==> config.mk <==
export PLATFORM = sky130hd
export DESIGN_NAME = duc_rate_ctrl
export DESIGN_NICKNAME = d
export VERILOG_FILES = /design/src/rtl/duc_rate_pkg.sv /design/src/rtl/duc_rate_ctrl.sv
export SDC_FILE = /design/constraint.sdc
export NUM_CORES = 1
export LEC_CHECK = 0
export ABC_AREA = 1
export CAP_MARGIN = 20
export CORE_MARGIN = 2
export CORE_UTILIZATION = 50
export CTS_CLUSTER_SIZE = 8
export DETAILED_ROUTE_END_ITERATION = 12
export PLACE_DENSITY = 0.8
export SLEW_MARGIN = 20
export SYNTH_ARGS = -nofsm -noshare
export SYNTH_HDL_FRONTEND = slang
export SYNTH_SLANG_ARGS = --single-unit
==> constraint.sdc <==
create_clock -name clk -period 2.2 [get_ports clk]
set_input_delay 0.44 -clock clk [delete_from_list [all_inputs] [get_ports clk]]
set_output_delay 0.44 -clock clk [all_outputs]
set_load 0.005 [all_outputs]
==> src/rtl/duc_rate_pkg.sv <==
`default_nettype none
// ============================================================================
// Module      : duc_rate_pkg
// Description : Shared types and constants for the DUC rate controller.
//               Holds the controller state encoding and the error codes
//               reported on err_code.
// Revision    : 1.0 - initial release
// ============================================================================
package duc_rate_pkg;

    typedef enum logic [2:0] {
        ST_IDLE      = 3'd0,
        ST_FACTOR    = 3'd1,
        ST_CHECK     = 3'd2,
        ST_DRAIN     = 3'd3,
        ST_WR_M      = 3'd4,
        ST_WR_INTERP = 3'd5,
        ST_DONE      = 3'd6,
        ST_ERR       = 3'd7
    } state_t;

    localparam logic [1:0] c_ERR_NONE = 2'd0;
    localparam logic [1:0] c_ERR_ZERO = 2'd1;
    localparam logic [1:0] c_ERR_CIC  = 2'd2;

endpackage : duc_rate_pkg
`default_nettype wire

==> src/rtl/duc_rate_ctrl.sv <==
`default_nettype none
// ============================================================================
// Module      : duc_rate_ctrl
// Description : Splits a requested total interpolation rate into a number of
//               halfband stages (factors of two) plus a residual CIC rate,
//               pauses the upstream sample flow, waits for the datapath to
//               drain, then programs the DUC over the settings bus.
//
// Ports
//   clk                 : single clock
//   rst                 : synchronous active-high reset
//   req_rate[15:0]      : requested total interpolation rate
//   req_valid/req_ready : request handshake (ready only while idle)
//   dp_idle             : datapath holds no in-flight samples
//   dp_hold             : pause upstream sample flow
//   set_stb/addr/data   : settings-bus write (addr/data zero when no strobe)
//   done_stb            : request applied (one-cycle pulse)
//   err_stb/err_code    : request rejected (pulse) / reason (held)
// Revision    : 1.0 - initial release
// ============================================================================
module duc_rate_ctrl
    import duc_rate_pkg::*;
#(
    parameter int          NUM_HB         = 3,
    parameter int          CIC_MAX_INTERP = 128,
    parameter logic [7:0]  SR_M_ADDR      = 8'd0,
    parameter logic [7:0]  SR_INTERP_ADDR = 8'd1
) (
    input  logic        clk,
    input  logic        rst,
    input  logic [15:0] req_rate,
    input  logic        req_valid,
    output logic        req_ready,
    input  logic        dp_idle,
    output logic        dp_hold,
    output logic        set_stb,
    output logic [7:0]  set_addr,
    output logic [31:0] set_data,
    output logic        done_stb,
    output logic        err_stb,
    output logic [1:0]  err_code
);

    localparam logic [7:0]  c_NUM_HB  = 8'(NUM_HB);
    localparam logic [15:0] c_CIC_MAX = 16'(CIC_MAX_INTERP);

    state_t      r_state;
    logic [15:0] r_rate;   // request as accepted, written verbatim as M
    logic [15:0] r_rem;    // residual rate left for the CIC
    logic [7:0]  r_hb;     // halfband stages consumed

    // All outputs are registered: each is loaded on the transition into the
    // state that owns it, so it is valid for exactly the cycles spent there.
    always_ff @(posedge clk) begin
        if (rst) begin
            r_state   <= ST_IDLE;
            r_rate    <= 16'd0;
            r_rem     <= 16'd0;
            r_hb      <= 8'd0;
            req_ready <= 1'b1;
            dp_hold   <= 1'b0;
            set_stb   <= 1'b0;
            set_addr  <= 8'd0;
            set_data  <= 32'd0;
            done_stb  <= 1'b0;
            err_stb   <= 1'b0;
            err_code  <= c_ERR_NONE;
        end else begin
            set_stb  <= 1'b0;
            set_addr <= 8'd0;
            set_data <= 32'd0;
            done_stb <= 1'b0;
            err_stb  <= 1'b0;

            case (r_state)
                ST_IDLE: begin
                    if (req_valid && req_ready) begin
                        r_rate    <= req_rate;
                        r_rem     <= req_rate;
                        r_hb      <= 8'd0;
                        err_code  <= c_ERR_NONE;
                        req_ready <= 1'b0;
                        r_state   <= ST_FACTOR;
                    end
                end

                // Peel off one factor of two per cycle while halfbands remain.
                ST_FACTOR: begin
                    if ((r_rem != 16'd0) && !r_rem[0] && (r_hb < c_NUM_HB)) begin
                        r_rem <= r_rem >> 1;
                        r_hb  <= r_hb + 8'd1;
                    end else begin
                        r_state <= ST_CHECK;
                    end
                end

                ST_CHECK: begin
                    if (r_rem == 16'd0) begin
                        err_code <= c_ERR_ZERO;
                        err_stb  <= 1'b1;
                        r_state  <= ST_ERR;
                    end else if (r_rem > c_CIC_MAX) begin
                        err_code <= c_ERR_CIC;
                        err_stb  <= 1'b1;
                        r_state  <= ST_ERR;
                    end else begin
                        dp_hold <= 1'b1;
                        r_state <= ST_DRAIN;
                    end
                end

                // Wait indefinitely; the datapath must empty before retuning.
                ST_DRAIN: begin
                    if (dp_idle) begin
                        set_stb  <= 1'b1;
                        set_addr <= SR_M_ADDR;
                        set_data <= {16'd0, r_rate};
                        r_state  <= ST_WR_M;
                    end
                end

                ST_WR_M: begin
                    set_stb  <= 1'b1;
                    set_addr <= SR_INTERP_ADDR;
                    set_data <= {16'd0, r_hb, r_rem[7:0]};
                    r_state  <= ST_WR_INTERP;
                end

                ST_WR_INTERP: begin
                    done_stb <= 1'b1;
                    r_state  <= ST_DONE;
                end

                ST_DONE: begin
                    dp_hold   <= 1'b0;
                    req_ready <= 1'b1;
                    r_state   <= ST_IDLE;
                end

                ST_ERR: begin
                    req_ready <= 1'b1;
                    r_state   <= ST_IDLE;
                end

                default: begin
                    dp_hold   <= 1'b0;
                    req_ready <= 1'b1;
                    r_state   <= ST_IDLE;
                end
            endcase
        end
    end

endmodule : duc_rate_ctrl
`default_nettype wire

* Word-level counts from Yosys, hierarchy flattened
Cells that the tools add are included.
Operators by class: $add $sub $neg 1, multiply operators 0, div/mod/pow operators 0, magnitude comparators 2, eq/ne operators 14, shift-type cells 0, muxes and demuxes 29, bitwise gates (word level) 1, reductions and logical operators 19
Operators with widths (count):
- 16-bit one-hot mux with 2 select lines | 2
- 16-bit 2-to-1 mux | 3
- 3-bit one-hot mux with 7 select lines | 1
- 16-bit by 8-bit > comparator with 1-bit output, second input constant | 1
- 16-bit zero test | 1
- 8-bit 2-to-1 mux | 2
- 8-bit one-hot mux with 2 select lines | 1
- 16-bit nonzero test | 1
- 3-bit 2-to-1 mux | 5
- 3-bit equality test, second input constant | 4
- 2-bit != test, second input constant | 6
- 3-bit AND reduction | 4
- 8-bit by 1-bit adder with 8-bit output, second input constant | 1
- 8-bit by 2-bit < comparator with 1-bit output, second input constant | 1
- 1-bit 2-to-1 mux | 8
- 2-bit nonzero test | 4
- 3-bit by 2-bit equality test with 1-bit output, second input constant | 2
- 2-bit 2-to-1 mux | 3
- 1-bit one-hot mux with 2 select lines | 3
- 2-bit one-hot mux with 2 select lines | 1
- 2-bit AND reduction | 2
- 2-bit OR reduction | 2
- 3-bit by 1-bit equality test with 1-bit output, second input constant | 1
- 1-bit logical AND | 3
- 4 further kinds | 4
Word-level totals: register bits 90, latch bits 0, memory bits (writable) 0, memory bits (read-only) 0, input port bits 20, output and inout port bits 47, word-level logic and storage cells 78, memories 0

* Depth between registers and ports, before layout
word-level depth 5, gate-level depth with buffers 9, depth with buffers taken out 9

* Worst setup path after synthesis
No wires, ideal clock.
path type register -> register, start register r_hb[0], end register r_hb[0], library setup time 66 ps, arrival time 1372 ps, data required time 2134 ps, slack 762 ps, cell stages (with the launch flop) 10, buffers on the path 1, clock period less this slack 1438 ps, cell sequence dfxtp_1 ha_1 nor2_1 nand3_1 nor3_4 nand2_2 nand2_4 buf_6 nand2_2 a21oi_2
Between the ends: cells in the longest elaborated chain, start to end 4, elaborated cells between the ends (all ways) 7, those cells by class add/sub: 1; order compare: 1; eq/ne: 1; mux: 2; reduce/logical: 2
Ends and longest elaborated chain:
- from (decl) | line duc_rate_ctrl.sv:50 | logic [7:0] r_hb;
- from (signal assigned) | line duc_rate_ctrl.sv:91 | r_hb <= r_hb + 8'd1;
- 8-bit by 2-bit < comparator with 1-bit output | line duc_rate_ctrl.sv:89 | if ((r_rem != 16'd0) && !r_rem[0] && (r_hb < c_NUM_HB)) begin
- 1-bit logical AND | line duc_rate_ctrl.sv:89
- 2-bit != test (no source line)
- 3-bit AND reduction (no source line)
Parallel ways exist; a longest one is shown, timed or not. The select of a mux whose other input is x is not followed. A chain may end at the register's enable or synchronous reset.

* Final worst setup path
start register r_state[0], end register r_hb[1]
Between the ends: cells in the longest elaborated chain, start to end 3, elaborated cells between the ends (all ways) 7, those cells by class eq/ne: 3; mux: 1; reduce/logical: 3
Ends and longest elaborated chain:
- from (decl) | line duc_rate_ctrl.sv:47 | state_t r_state;
- from (signal assigned) | line duc_rate_ctrl.sv:56 | r_state <= ST_IDLE;
- from (signal assigned) | line duc_rate_ctrl.sv:83 | r_state <= ST_FACTOR;
- from (signal assigned) | line duc_rate_ctrl.sv:93 | r_state <= ST_CHECK;
- 3-bit by 1-bit equality test with 1-bit output / 3-bit zero test (equally long branches) | line duc_rate_ctrl.sv:75 | case (r_state)
- 2-bit != test (no source line) / 2-bit nonzero test (equally long branches)
- 3-bit AND reduction (no source line)
Parallel ways exist; a longest one is shown, timed or not.

==> impl_metrics.ini <==
[clock_tree]
clockBufferDepth = 2
cts_hold_buf = 0
h-tree-depth = 3
post-cts-setup-buffers = 0
cts_buffers = 9
cts_root_buffer = clkbuf_8
cts_tree = yes
cts.repair.resized = 0
clkTransAtPathRegs_ps = 60
clkSinkCount = 67
clock_latency_ps = 330

[synth]
yosys.cell_types.count = 28
synth_top_family_by_area = simple AND/OR/NAND/NOR gates
syn-cell-area_mm2 = 0.002934
syn_inst = 385
syn_avg_cell_area_um2 = 7.621
synth.ff_latch_count = 67
synth_edf_count = 0
synthSimpleGateAreaFrac_pct = 20.60
synth-seq-area-share_pct = 45.71
yosysWarnings = 0
synth_adder_area_share_pct = 0.4264
synth_compound_area_share_pct = 14.71
async_flop_share_pct = 0
yosys_most_used_dff = dfxtp_1
synth_xor_area_share_pct = 0
yosys-mux-area-fraction_pct = 3.070

[die]
start_util_pct = 52.64
io_pins = 67
die-area_mm2 = 0.006497
fp.coreArea_mm2 = 0.005574
die_h_um = 80.61
fp-row-count = 27
die_x_um = 80.61

[final_layout]
finalInstanceArea_mm2 = 0.003501
drive_above_1_share_pct = 9.302
area_delta_synth_final_pct = 19.32
fill_cells = 501
instances_no_fill = 502
fin_nets = 448
diodes = 0

[placed_design]
dp_hpwl_um = 4379
numPortBuffers = 43
gp_routability_congestion = 0.9248
dp.cells = 488
place_area_mm2 = 0.003319

[worst_setup_path]
required_ps = 2430
endpoint_kind = flop
startpoint_type = flop
critical_path_class = reg -> reg
critical_path.max_fanout = 23
arrival_ps = 1990

[sta]
finalHoldViolations = 0
min_period_ps = 1760
grt_setup_unrepaired = false
report.final.slew_viol_count = 0
min_period_over_period_pct = 80.02
clock_skew_ps = 6.346
max_freq_mhz = 568.0
slew_headroom_pct = 53.66
setup_viol = 0
setup_tns_ps = 0
worst_pin_slew_ps = 693.5

[grt]
overflow = 0
grt_use_total_pct = 21.31
antenna_found_initial = 0
grt_pass1_vias = 2367
grt_start_max_net_pins = 37
grt_pass1_wl_um = 10590

[routing]
route.detailed.drc = 0
vias = 2542
drt_iter0_markers = 164
firstDrtPassIters = 5
routed_via_density = 5.064
wl_per_cell_um = 12.74
wirelength_um = 6394
antenna_left = 0

[power]
leakagePower_nw = 1.432
p_sw_w = 0.001645
p_int_w = 0.002594
power_frac_comb_pct = 37.5
p_seq_share_pct = 39.6
cellPowerDensity_mw_per_mm2 = 1211
clkPwrFrac_pct = 22.9
ir_drop_uv = 624.4
switching_share_pct = 38.80

[status]
run_status = finished, final reports clean

[min_path]
hold_class = reg -> reg

[flow_run]
cap_violations = 0
area by class of cell:
class	instances	area [um^2]	area share (%)
flip-flops and latches	67	1341	38.31
multi-input cells	249	1225	34.99
repair buffers	48	467.9	13.37
inverters	52	195.2	5.575
clock buffers	11	141.4	4.039
well taps	72	90.09	2.573
clock inverters	3	40.04	1.144
logic make-up (layout without fill, tap and decap cells):
family,after synthesis,count (layout)
buf+inv,91,114
flops,67,67
fa+ha+maj,1,1
mux,8,8
compound gates,79,79
other cells,1,23
simple gates,138,138
critical path, cell delays in order, from the launching register on:
cell and delay (ps):
dfxtp_1 400, nor2_2 240, nand2_1 90, nor2_2 210
inv_2 180, nand2_4 280, nand2_1 90, o21ai_1 90
nor2_1 60
sequential cells by signal, summed over array words and instances (netlist names), 2 cells and up:
name / flops
r_rate: 16
r_rem: 16
set_data: 16
r_hb: 8
r_state: 3
err_code: 2
layout by cell type, fill, tap and decap left out:
cell type and count:
clkbuf_1 1, nand3_4 1, nand2_2 3, a21oi_4 1, clkdlybuf4s50_1 43, conb_1 23, a21oi_2 1, dfxtp_1 67
inv_2 2, nor3_4 1, nor2_2 4, bufinv_16 1, a21oi_1 22, nand4_1 2, buf_4 5, o22ai_1 14
clkinv_2 2, nand2_1 37, mux2_2 8, and3_1 1, nand3_1 17, nand2_4 1, o21ai_1 15, nor2_1 66
inv_1 50, o21ai_0 25, ha_1 1, nor3_1 5, clkbuf_8 10, o2111ai_1 1
metrics by stage:
| step | utilization, % | hold WS, ps | total power [W] | setup WS [ps] |
|---|---|---|---|---|
| 6_report | 62.81 | 451.6 | 0.004239 | 439.5 |
| 5_1_grt | 62.81 | 478.7 | 0.004539 | 262.3 |
| 4_1_cts | 62.81 | 454.9 | 0.004230 | 469.3 |
| 3_5_place_dp | 59.55 | 445.8 | 0.003262 | 180.7 |
| 3_3_place_gp | 59.55 | 438.8 | 0.003193 | 237.2 |
| 2_1_floorplan | - | 430.1 | 0.002961 | 762.3 |
metal layers:
| layer | vias up | part of all wire, % | global-route usage (%) |
|---|---|---|---|
| met1 | 1170 | 43 | 25.68 |
| li1 | 1271 | - | - |
| met4 | 0 | 1.8 | 10.34 |
| met2 | 90 | 50 | 36.25 |
| met3 | 11 | 5.6 | 4.045 |
| met5 | - | 0 | 0 |
worst paths after layout:
path / start / to / slack (ps) / cells past startpoint
max: r_state[0]$_SDFFE_PP0P_ / r_hb[1]$_SDFFE_PP0P_ / 440 / 8
min: r_rate[6]$_SDFFE_PP0P_ / r_rate[6]$_SDFFE_PP0P_ / 450 / 2
max reg2reg: r_state[0]$_SDFFE_PP0P_ / r_hb[1]$_SDFFE_PP0P_ / 440 / 8
min reg2reg: r_rate[6]$_SDFFE_PP0P_ / r_rate[6]$_SDFFE_PP0P_ / 450 / 2
Yosys cell counts, types with 4 or more instances:
| master | number | area (um^2) |
|---|---|---|
| a21oi_1 | 22 | 110.1 |
| buf_4 | 24 | 180.2 |
| clkbuf_1 | 10 | 37.54 |
| dfxtp_1 | 67 | 1341 |
| inv_1 | 50 | 187.7 |
| mux2_2 | 8 | 90.09 |
| nand2_1 | 37 | 138.9 |
| nand3_1 | 17 | 85.08 |
| nor2_1 | 66 | 247.7 |
| nor2_2 | 4 | 25.02 |
| nor3_1 | 5 | 25.02 |
| o21ai_0 | 25 | 125.1 |
| o21ai_1 | 15 | 75.07 |
| o22ai_1 | 14 | 87.58 |
power by group through the flow:
stage          clock network, W  logic (W)  registers [W]
2_1_floorplan                 0    0.00131        0.00165
3_3_place_gp                  0    0.00151        0.00168
3_5_place_dp                  0    0.00156        0.00170
4_1_cts                0.000983    0.00158        0.00167
5_1_grt                 0.00103    0.00180        0.00171
6_report               0.000972    0.00159        0.00168
Power figures use the tool's default switching activity.
